**config.mk**
```make
export PLATFORM = sky130hd
export DESIGN_NAME = dgwclk_enable_ctrl
export DESIGN_NICKNAME = d
export VERILOG_FILES = /design/src/rtl/dgwclk_enable_ctrl.sv
export SDC_FILE = /design/constraint.sdc
export NUM_CORES = 1
export LEC_CHECK = 0
export BUFFER_PORTS_ARGS = -buffer_cell sky130_fd_sc_hd__buf_2
export CORE_UTILIZATION = 51
export DETAILED_ROUTE_END_ITERATION = 12
export PLACE_DENSITY_LB_ADDON = 0.1
export SYNTH_ARGS = -nofsm -noshare
export SYNTH_HDL_FRONTEND = slang
export SYNTH_SLANG_ARGS = --single-unit
export TNS_END_PERCENT = 100
```
**constraint.sdc**
```tcl
create_clock -name clk -period 1.8 [get_ports clk]
set_clock_uncertainty 0.2 [all_clocks]
set_input_delay 0.18 -clock clk [delete_from_list [all_inputs] [get_ports clk]]
set_output_delay 0.18 -clock clk [all_outputs]
set_load 0.02 [all_outputs]
```
**src/rtl/dgwclk_enable_ctrl.sv**
```systemverilog
// Row clock-gate enable sequencer: buffers {row,len} commands and walks one
// registered enable bit across consecutive rows, with abort flush and force-all test override.
module dgwclk_enable_ctrl #(
  parameter int ROWS       = 16,
  parameter int AW         = 4,
  parameter int GAP_CYCLES = 1,
  parameter int FIFO_DEPTH = 2
) (
  input  logic            clk,
  input  logic            rst,
  input  logic            cmd_valid,
  output logic            cmd_ready,
  input  logic [AW-1:0]   cmd_row,
  input  logic [AW-1:0]   cmd_len,
  input  logic            abort,
  input  logic            force_all,
  output logic [ROWS-1:0] E,
  output logic [AW-1:0]   row_idx,
  output logic            busy,
  output logic            done
);

  localparam int PW = (FIFO_DEPTH > 1) ? $clog2(FIFO_DEPTH) : 1;
  localparam int CW = $clog2(FIFO_DEPTH + 1);
  localparam int GW = (GAP_CYCLES > 0) ? $clog2(GAP_CYCLES + 1) : 1;

  typedef enum logic [1:0] {IDLE, ACTIVE, GAP} state_t;

  typedef struct packed {
    logic [AW-1:0] row;
    logic [AW-1:0] len;
  } cmd_t;

  cmd_t            mem [FIFO_DEPTH];
  logic [PW-1:0]   wr_ptr_q, wr_ptr_d, rd_ptr_q, rd_ptr_d;
  logic [CW-1:0]   count_q, count_d;
  logic            ready_en_q, ready_en_d;
  state_t          state_q, state_d;
  logic [AW-1:0]   cur_q, cur_d, rem_q, rem_d;
  logic [GW-1:0]   gap_q, gap_d;
  logic [ROWS-1:0] e_q, e_d;
  logic [AW-1:0]   row_idx_q, row_idx_d;
  logic            busy_q, busy_d, done_q, done_d;
  logic            push, pop, start;
  cmd_t            head;

  function automatic logic [PW-1:0] ptr_inc(input logic [PW-1:0] p);
    return (p == PW'(FIFO_DEPTH - 1)) ? '0 : p + PW'(1);
  endfunction

  function automatic logic [ROWS-1:0] one_hot(input logic [AW-1:0] r);
    return ROWS'(1) << r;
  endfunction

  assign cmd_ready = ready_en_q & ~abort & (count_q < CW'(FIFO_DEPTH));
  assign push      = cmd_valid & cmd_ready;
  assign head      = mem[rd_ptr_q];

  // A command pushed into an empty FIFO while IDLE is popped on the very next
  // edge, so the 1-cycle first-row latency needs no separate bypass path.
  always_comb begin
    // NOTE: every signal gets a default first so no path leaves one unassigned (no latch).
    state_d   = state_q;
    cur_d     = cur_q;
    rem_d     = rem_q;
    gap_d     = gap_q;
    e_d       = e_q;
    row_idx_d = row_idx_q;
    busy_d    = busy_q;
    done_d    = 1'b0;
    start     = 1'b0;
    pop       = 1'b0;
    if (abort) begin
      state_d   = IDLE;
      e_d       = '0;
      row_idx_d = '0;
      busy_d    = 1'b0;
    end else if (force_all) begin
      e_d = '1;
    end else begin
      e_d       = '0;
      row_idx_d = '0;
      unique case (state_q)
        IDLE: start = (count_q != '0);
        ACTIVE: begin
          if (rem_q != '0) begin
            cur_d     = cur_q + AW'(1);
            rem_d     = rem_q - AW'(1);
            e_d       = one_hot(cur_d);
            row_idx_d = cur_d;
            done_d    = (rem_q == AW'(1));
          end else if (GAP_CYCLES > 0) begin
            state_d = GAP;
            gap_d   = GW'(GAP_CYCLES - 1);
          end else begin
            state_d = IDLE;
            start   = (count_q != '0);
          end
        end
        GAP: begin
          if (gap_q != '0) begin
            gap_d = gap_q - GW'(1);
          end else begin
            state_d = IDLE;
            start   = (count_q != '0);
          end
        end
        default: state_d = IDLE;
      endcase
      if (start) begin
        pop       = 1'b1;
        state_d   = ACTIVE;
        cur_d     = head.row;
        rem_d     = head.len;
        e_d       = one_hot(head.row);
        row_idx_d = head.row;
        done_d    = (head.len == '0);
      end
      busy_d = (state_d != IDLE);
    end
  end

  always_comb begin
    ready_en_d = 1'b1;
    wr_ptr_d   = push ? ptr_inc(wr_ptr_q) : wr_ptr_q;
    rd_ptr_d   = pop  ? ptr_inc(rd_ptr_q) : rd_ptr_q;
    unique case ({push, pop})
      2'b10:   count_d = count_q + CW'(1);
      2'b01:   count_d = count_q - CW'(1);
      default: count_d = count_q;
    endcase
    if (abort) begin
      wr_ptr_d = '0;
      rd_ptr_d = '0;
      count_d  = '0;
    end
  end

  always_ff @(posedge clk or posedge rst) begin
    if (rst) begin
      // NOTE: sequential state uses non-blocking assignments so every flop samples pre-edge values.
      state_q    <= IDLE;
      cur_q      <= '0;
      rem_q      <= '0;
      gap_q      <= '0;
      e_q        <= '0;
      row_idx_q  <= '0;
      busy_q     <= 1'b0;
      done_q     <= 1'b0;
      wr_ptr_q   <= '0;
      rd_ptr_q   <= '0;
      count_q    <= '0;
      ready_en_q <= 1'b0;
    end else begin
      state_q    <= state_d;
      cur_q      <= cur_d;
      rem_q      <= rem_d;
      gap_q      <= gap_d;
      e_q        <= e_d;
      row_idx_q  <= row_idx_d;
      busy_q     <= busy_d;
      done_q     <= done_d;
      wr_ptr_q   <= wr_ptr_d;
      rd_ptr_q   <= rd_ptr_d;
      count_q    <= count_d;
      ready_en_q <= ready_en_d;
    end
  end

  // NOTE: FIFO storage has no reset; entries are only read when count_q marks them valid.
  always_ff @(posedge clk) begin
    if (push) mem[wr_ptr_q] <= '{row: cmd_row, len: cmd_len};
  end

  assign E       = e_q;
  assign row_idx = row_idx_q;
  assign busy    = busy_q;
  assign done    = done_q;

endmodule

```
* Word-level counts from Yosys, hierarchy flattened
Memories as Yosys holds them, arrays and structs flattened. Index checks and enable logic that the tools add are counted.
Operators by class: add/sub/neg operators 7, multipliers 0, div/mod/pow operators 0, magnitude comparators 1, equality and inequality tests 7, shift-type cells 2, multiplexer cells 51, bitwise operators 5, reductions and logical operators 13
Operators by type and width (count):
- $mux W16 | 5
- $mux W4 | 11
- $shl A1 B4 Y16 const A | 2
- $mux W1 | 23
- $mux W2 | 8
- $reduce_bool A2 Y1 | 7
- $reduce_and A4 Y1 | 2
- $pmux W2 S3 | 1
- $add A4 B1 Y4 const B | 1
- $eq A2 B1 Y1 const B | 2
- $eq A2 B2 Y1 const B | 2
- $eq A4 B1 Y1 const B | 1
- $logic_not A4 Y1 | 1
- $ne A2 B2 Y1 const B | 2
- $pmux W1 S2 | 2
- $pmux W2 S2 | 1
- $reduce_bool A4 Y1 | 1
- $sub A4 B1 Y4 const B | 1
- $and A1 B1 Y1 | 3
- $reduce_bool A3 Y1 | 1
- $add A1 B1 Y1 const B | 2
- $add A2 B1 Y2 const B | 1
- $logic_not A2 Y1 | 1
- $lt A2 B2 Y1 const B | 1
- 3 further kinds | 4
Storage, ports and cells: register bits 38, bits in latches 0, RAM bits 16, memory bits (read-only) 0, bits of input ports 13, output and inout bits 23, logic and storage cells 99, memories 1
Memories:
- mem | depth 2, bits a word 8, read ports 1, clocked after Yosys merged registers in 0, wr ports 1, line 34 | cmd_t mem [FIFO_DEPTH];

* Logic depth before layout (Yosys ltp)
Gate-level depths: netlist (run 1).
word-level depth 11, mapped depth 6, gate-level depth less buffers 6

* Least setup slack after synthesis (run 1)
OpenSTA, ideal clock, no wires.
path type reg-to-reg, from register count_q[1], to memory mem[0][0] (netlist bit) (enable), library setup time 0.370 ns, arrival 1.727 ns, data required time 1.230 ns, slack -0.498 ns, stages on the path, launching flop included 4, path buffers 0, period minus slack after synthesis 2.298 ns, cells stage by stage dfrtp_1 > nor3b_1 > nand2_1 > nor2_1
On the way: longest elaborated chain between the ends 5
RTL lines:
- from (decl) | line 36 | logic [CW-1:0] count_q, count_d;
- from (signal assigned) | line 165 | count_q <= count_d;
- $lt A2 B2 Y1 | line 55 | assign cmd_ready = ready_en_q & ~abort & (count_q < CW'(FIFO_DEPTH));
- $and A1 B1 Y1 | line 55
- via cmd_ready | line 12 | output logic cmd_ready,
- $and A1 B1 Y1 | line 56 | assign push = cmd_valid & cmd_ready;
- $mux W1 | line 172 | if (push) mem[wr_ptr_q] <= '{row: cmd_row, len: cmd_len};
- $mux W1 (not written as such) | line 172
- to (decl) | line 34
The timed path passes the listed nets, and every way through them passes these cells.

* Worst setup path in the final report (run 1)
from register rem_q[0], to register rem_q[0]
On the way: longest elaborated chain between the ends 4, elaborated cells between the ends (all ways) 7, classes of those cells add/sub (1); mux (3); reduce/logical (3)
RTL lines:
- from (decl) | line 39 | logic [AW-1:0] cur_q, cur_d, rem_q, rem_d;
- from (signal assigned) | line 157 | rem_q <= rem_d;
- $sub A4 B1 Y4 | line 88 | rem_d = rem_q - AW'(1);
- $mux W4 | line 86 | if (rem_q != '0) begin
- $mux W4 | line 83 | unique case (state_q)
- $mux W4 | line 110 | if (start) begin
Several ways; a longest one is shown, not always the timed one. The select of a mux whose other input is x is not followed. A chain may end at the register's enable or synchronous reset.

==> results.sh, run 1 <==
export IMPL_async_flop_share=0.6981
export IMPL_hp_class="input port to register"
export IMPL_ios=36
export IMPL_die_w_um=71.77
export IMPL_ant_nets=0
export IMPL_crit_path_frequent_cell="buf_6"
export IMPL_crit_fanout=5
export IMPL_grt_pass1_vias=1873
export IMPL_synth_cell_types=48
export IMPL_leakage_nw=1.463
export IMPL_tightest_slew_ps=626.5
export IMPL_core_area_um2=4692
export IMPL_antenna_found_initial=0
export IMPL_fin_hold_ws_ps=39.01
export IMPL_ys_flop_type="dfrtp_1"
export IMPL_cp_arrival_ps=1940
export IMPL_ir_worst_vdd_mv=0.7128
export IMPL_start_util=0.5291
export IMPL_grt_max_degree=38
export IMPL_vias=1844
export IMPL_synth_edf_count=16
export IMPL_place_gp_congestion=0.8615
export IMPL_drtIter0Drc=155
export IMPL_crit_path_start_kind="register"
export IMPL_grt_pass1_wl_um=8493
export IMPL_viasPerCell=5.571
export IMPL_syn_area_per_cell_um2=12.41
export IMPL_synth_seq_cells=53
export IMPL_grt_usage=0.2154
export IMPL_seq_area_um2=1406
export IMPL_overflow=0
export IMPL_rows=25
export IMPL_period_share=1.067
export IMPL_syn_inst=200
export IMPL_ys_warn_count=0
export IMPL_die_area_um2=5150
export IMPL_clk_path_buf_depth=2
export IMPL_die_y_um=71.77
export IMPL_path_delay_family="simple AND/OR/NAND/NOR gates"
export IMPL_pwr_share_seq=0.414
export IMPL_status="finished with violations"
export IMPL_p_per_area_nw_per_um2=1113
export IMPL_syn_nets=220
export IMPL_finalNetCount=296
export IMPL_drt_pass1_iterations=4
export IMPL_final_area_um2=3273
export IMPL_cts_max_level=2
export IMPL_timing_final_crit_period_ps=1920
export IMPL_fmax_mhz=520.8
export IMPL_multi_input_area_um2=1135
export IMPL_wl_um=5244
export IMPL_critPathBufInv=3
export IMPL_crit_chain="inv_2 > ha_4 > or3b_4 > a22oi_4 > buf_6 > buf_6 > a21oi_2 > o22ai_1"
export IMPL_area_growth_pct=31.85
export IMPL_power_switching_w=0.001304
export IMPL_place_hpwl_um=3686
export IMPL_synth_seq_area_share=0.5665
export IMPL_switching_share=0.3580
export IMPL_critical_path_slowest_cell="or3b_4"
export IMPL_fill_cells=356
export IMPL_port_buffer_count=35
export IMPL_max_slew_margin_rel=0.5810
export IMPL_maxCapViolCount=0
export IMPL_drive_above_1_share=0.4043
export IMPL_final_max_slew_viol_count=0
export IMPL_syn_cell_area_um2=2482
export IMPL_cts_root_buf="clkbuf_8"
export IMPL_required_ps=1820
export IMPL_setup_ws_ps=-120.1
export IMPL_grt_setup_unrepaired="true"
export IMPL_cts_tree="yes"
export IMPL_dpl_instance_area_um2=2908
export IMPL_cts_sinks=53
export IMPL_critPathKind="register to register"
export IMPL_cts_clk_slew_worst_paths_ps=90
export IMPL_crit_path_end_kind="register"
export IMPL_critPathMaxStageDelay_ps=420
export IMPL_fin_util=0.6976
export IMPL_p_total_w=0.003643
export IMPL_hold_violations=0
export IMPL_numCtsBuffers=5
export IMPL_p_int_w=0.002339
export IMPL_setup_viol=29
export IMPL_route_detailed_drc=0
export IMPL_violations="negative setup slack"
export IMPL_routedWlPerCell_um=15.84
export IMPL_diodes=0
export IMPL_combPwrFrac=0.407
export IMPL_clockPowerShare=0.180
export IMPL_clkLatencyLatePin_ps=300
==> flip-flops by register name, indices dropped and copies added (netlist names) <==
signal / flops
state_q: 2
done: 1
mem: 16
rem_q: 4
busy: 1
ready_en_q: 1
row_idx: 4
wr_ptr_q: 1
rd_ptr_q: 1
cur_q: 4
E: 16
count_q: 2
==> layout by cell type (no fill, tap or decap), drive strengths merged, types with 2 or more instances in the layout <==
master	synthesis	routed
buf	6	67
dfrtp	37	37
nor2	22	22
edfxtp	16	16
a221o	14	14
dlygate4sd3	0	11
nand2	9	9
inv	7	8
o21ai	8	8
ha	7	7
a21oi	7	7
mux2i	6	6
clkbuf	3	5
mux2	4	4
nand2b	4	4
xnor2	4	4
a21o	3	3
o22a	3	3
nor4b	3	3
nor3b	3	3
nor2b	2	2
a22o	2	2
or2	2	2
a211oi	2	2
a31oi	2	2
nand3	2	2
nor4	2	2
and2	2	2
a311o	2	2
xor2	2	2
clkinv	0	2
==> power groups by stage <==
stage	logic, W	registers [W]	clock network (W)
floorplan	0.000714	0.00158	0
global placement	0.00116	0.00152	0
detailed placement	0.00122	0.00152	0
CTS	0.00136	0.00150	0.000681
global route	0.00159	0.00153	0.000726
finish	0.00148	0.00151	0.000655
==> cells in the mapped netlist, types with 2 or more instances <==
cell | n | area share
clkbuf_1 | 3 | 0.0045
a21oi_1 | 7 | 0.014
edfxtp_1 | 16 | 0.19
a31oi_1 | 2 | 0.0050
or2_2 | 2 | 0.0050
a221o_1 | 14 | 0.056
and2_1 | 2 | 0.0050
nand2b_1 | 4 | 0.010
mux2i_1 | 6 | 0.024
o21ai_0 | 8 | 0.016
inv_1 | 7 | 0.011
xnor2_1 | 4 | 0.014
nor2_1 | 21 | 0.032
ha_1 | 7 | 0.035
a311o_1 | 2 | 0.0081
a21o_1 | 3 | 0.0091
o22a_1 | 3 | 0.011
nand2_1 | 8 | 0.012
dfrtp_1 | 37 | 0.37
buf_6 | 2 | 0.0091
mux2_2 | 4 | 0.018
nor4b_2 | 3 | 0.018
nand3_1 | 2 | 0.0040
a211oi_1 | 2 | 0.0060
nor4_2 | 2 | 0.010
buf_2 | 3 | 0.0060
a22o_1 | 2 | 0.0071
nor3b_1 | 3 | 0.0091
nor2b_1 | 2 | 0.0050
==> worst reg2reg max path: cells and delay by family (launching register included) <==
| family | cells | cell delay [ps] |
|---|---|---|
| buffers and inverters | 3 | 370 |
| flip-flops | 1 | 400 |
| AND/OR/NAND/NOR | 1 | 420 |
| AO/OA/AOI/OAI | 3 | 320 |
| adder cells (fa/ha/maj) | 1 | 130 |
==> path summary, 6_finish.rpt <==
kind,startpoint,end,slack (ps),cells after the start
setup / recovery,rem_q[0],rem_q[0],-120,8
hold / removal,force_all,state_q[1],40,3
setup reg to reg,rem_q[0],rem_q[0],-120,8
hold reg to reg,row_idx[3],row_idx[3],280,1
max in group asynchronous,rst,state_q[1],750,4
min in group asynchronous,rst,count_q[1],310,4
==> what timing repair did <==
item	4_1_cts	5_1_grt
pin swaps	14	9
endpoints found under the setup margin	31	31
buffers inserted	4	1
endpoints found under the hold margin	56	0
gates resized for setup	21	11
hold buffers	11	0
==> cell type report <==
type,count,share of cell area
clock inverters,3,0.006498
repair buffers,78,0.1674
inverters,7,0.008028
well taps,54,0.02064
clock buffers,5,0.02102
flip-flops and latches,53,0.4297
multi-input cells,131,0.3467
==> stage by stage <==
stage / TNS, ps / worst slack (ps) / instances
floorplan: -191.3 / -38.14 / 200
global route: -4208 / -210.6 / 331
global placement: -957.7 / -79.63 / 307
CTS: -2815 / -125.0 / 330
detailed placement: -2745 / -171.2 / 307
finish: -2350 / -120.1 / 331
==> per-layer routing <==
layer  part of all wire  wire length, um  vias to the layer above  track usage
met1               0.41             2154                      899       0.2644
met5                  0                0                        -            0
met4              0.015               78                        0      0.07407
li1                   -                -                      888            -
met3              0.040              212                        7      0.04079
met2               0.53             2799                       50       0.3816
==> cells by family (layout without fill, tap and decap cells) <==
kind of cell,Yosys count,after routing,share of synthesized area
AO/OA/AOI/OAI,51,51,0.1663
XOR/XNOR,6,6,0.02419
adder cells (fa/ha/maj),7,7,0.03528
buffers and inverters,16,93,0.03175
flip-flops,53,53,0.5665
multiplexers,10,10,0.04234
other,1,1,0.001511
AND/OR/NAND/NOR,56,56,0.1321
No activity file was read; power rests on OpenSTA's default activity.
==> inputs of run 2 (changes only) <==
--- a/config.mk
+++ b/config.mk
@@ -6,9 +6,10 @@
 export NUM_CORES = 1
 export LEC_CHECK = 0
 export BUFFER_PORTS_ARGS = -buffer_cell sky130_fd_sc_hd__buf_2
+export CAP_MARGIN = 25
 export CORE_UTILIZATION = 51
 export DETAILED_ROUTE_END_ITERATION = 12
-export PLACE_DENSITY_LB_ADDON = 0.1
+export PLACE_DENSITY = 0.71
 export SYNTH_ARGS = -nofsm -noshare
 export SYNTH_HDL_FRONTEND = slang
 export SYNTH_SLANG_ARGS = --single-unit
==> results.sh, run 2 (same netlist as run 1, synthesis figures left out) <==
export IMPL_status="finished with violations"
export IMPL_violations="negative hold slack, negative setup slack"
export IMPL_period_share=1.071
export IMPL_critical_path_slowest_cell="or3b_4"
export IMPL_leakage_nw=1.529
export IMPL_ir_worst_vdd_mv=0.6291
export IMPL_grt_pass1_vias=1871
export IMPL_p_per_area_nw_per_um2=1132
export IMPL_path_delay_family="compound AO/OA/AOI/OAI gates"
export IMPL_place_hpwl_um=3481
export IMPL_setup_ws_ps=-128.3
export IMPL_wl_um=5330
export IMPL_crit_path_end_kind="register"
export IMPL_port_buffer_count=35
export IMPL_core_area_um2=4692
export IMPL_crit_path_start_kind="register"
export IMPL_dpl_instance_area_um2=2980
export IMPL_start_util=0.5291
export IMPL_p_int_w=0.002535
export IMPL_area_growth_pct=36.84
export IMPL_final_cell_mix="35 x dfrtp_1, 35 x buf_2, 35 x buf_4"
export IMPL_crit_fanout=8
export IMPL_drive_above_1_share=0.4301
export IMPL_critPathLaunch="rem_q[1]"
export IMPL_die_w_um=71.77
export IMPL_viasPerCell=5.600
export IMPL_r2r_end="cur_q[0]"
export IMPL_die_y_um=71.77
export IMPL_final_area_um2=3397
export IMPL_cts_sinks=53
export IMPL_cts_tree="yes"
export IMPL_diodes=0
export IMPL_p_total_w=0.003846
export IMPL_die_area_um2=5150
export IMPL_setup_viol=30
export IMPL_hp_class="input port to register"
export IMPL_cts_max_level=2
export IMPL_vias=1904
export IMPL_grt_pass1_wl_um=8590
export IMPL_crit_chain="inv_2 > ha_4 > or3b_4 > a22oi_4 > buf_12 > a21oi_4 > o22a_1"
export IMPL_place_gp_congestion=0.8059
export IMPL_power_switching_w=0.001311
export IMPL_timing_final_crit_period_ps=1928
export IMPL_numCtsBuffers=5
export IMPL_cts_clk_slew_worst_paths_ps=90
export IMPL_final_max_slew_viol_count=0
export IMPL_min_path_cells=2
export IMPL_cts_root_buf="clkbuf_8"
export IMPL_routedWlPerCell_um=15.68
export IMPL_maxCapViolCount=0
export IMPL_fin_util=0.7240
export IMPL_finalNonFillerCells=340
export IMPL_required_ps=1810
export IMPL_combPwrFrac=0.420
export IMPL_grt_max_degree=38
export IMPL_cp_arrival_ps=1930
export IMPL_drtIter0Drc=115
export IMPL_clockPowerShare=0.186
export IMPL_rows=25
export IMPL_overflow=0
export IMPL_switching_share=0.3408
export IMPL_drt_pass1_iterations=4
export IMPL_pwr_share_seq=0.394
export IMPL_grt_setup_unrepaired="true"
export IMPL_antenna_found_initial=0
export IMPL_ios=36
export IMPL_reg2reg_slack_ps=-130
export IMPL_dp_cells=315
export IMPL_hold_violations=1
export IMPL_clk_path_buf_depth=2
export IMPL_route_detailed_drc=0
export IMPL_critPathBufInv=2
export IMPL_grt_usage=0.2208
export IMPL_r2r_cells=7
export IMPL_fmax_mhz=518.6
export IMPL_finalNetCount=305
export IMPL_critPathMaxStageDelay_ps=420
export IMPL_reg2reg_from="rem_q[1]"
export IMPL_worstSetupEndpoint="cur_q[0]"
export IMPL_ant_nets=0
export IMPL_crit_cells=7
export IMPL_critPathKind="register to register"
export IMPL_fin_hold_ws_ps=-16.65
export IMPL_clkLatencyLatePin_ps=310
-- run 2: cell types whose count changed in the layout (fill, tap and decap cells not counted), sizes merged --
| cell | change |
|---|---|
| buf | +7 |
| dlygate4sd3 | +2 |
| clkbuf | +2 |
| clkinv | -1 |
| inv | -1 |
-- run 2: per-stage QoR --
| step | TNS (ps) | setup WS, ps |
|---|---|---|
| 6_report | -2410 | -128.3 |
| 5_1_grt | -4016 | -197.3 |
| 4_1_cts | -2165 | -94.47 |
| 3_5_place_dp | -2635 | -164.7 |
| 3_3_place_gp | -1872 | -119.8 |
| 2_1_floorplan | -191.3 | -38.14 |
-- run 2: cell type report --
| type | instances | area (um^2) |
|---|---|---|
| Clock buffer | 7 | 96.34 |
| Multi-Input combinational cell | 131 | 1155 |
| Sequential cell | 53 | 1409 |
| Clock inverter | 1 | 5.005 |
| Tap cell | 54 | 67.56 |
| Timing Repair Buffer | 87 | 638.1 |
| Fill cell | 321 | 1295 |
| Inverter | 7 | 26.28 |
-- run 2: worst min path at each step --
stage               start         end  slack (ps)
3_5_place_dp          rst    rd_ptr_q         110
6_report            abort  count_q[1]         -20
5_1_grt             abort  count_q[1]         -20
4_1_cts         force_all  state_q[1]           9
2_1_floorplan  cmd_len[0]   mem[0][0]          80
3_3_place_gp          rst  ready_en_q         100
-- run 2: timing repair --
item	CTS	global route
gates resized for setup	7	23
hold buffers	14	0
buffers inserted	3	3
cloned	1	0
endpoints found under the setup margin	27	31
pin swaps	5	17
endpoints found under the hold margin	55	0
-- run 2: power groups by stage --
| stage | clock, W | combinational [W] | sequential, W |
|---|---|---|---|
| finish | 0.000716 | 0.00161 | 0.00152 |
| global placement | 0 | 0.00127 | 0.00152 |
| global route | 0.000780 | 0.00174 | 0.00154 |
| floorplan | 0 | 0.000714 | 0.00158 |
| CTS | 0.000732 | 0.00139 | 0.00150 |
| detailed placement | 0 | 0.00130 | 0.00153 |
-- run 2: layer usage --
metal / vias up / part of all wire / track usage
li1: 907 / - / -
met4: 0 / 0.012 / 0.08497
met2: 53 / 0.54 / 0.3952
met5: - / 0 / 0
met1: 938 / 0.41 / 0.2616
met3: 6 / 0.036 / 0.04360
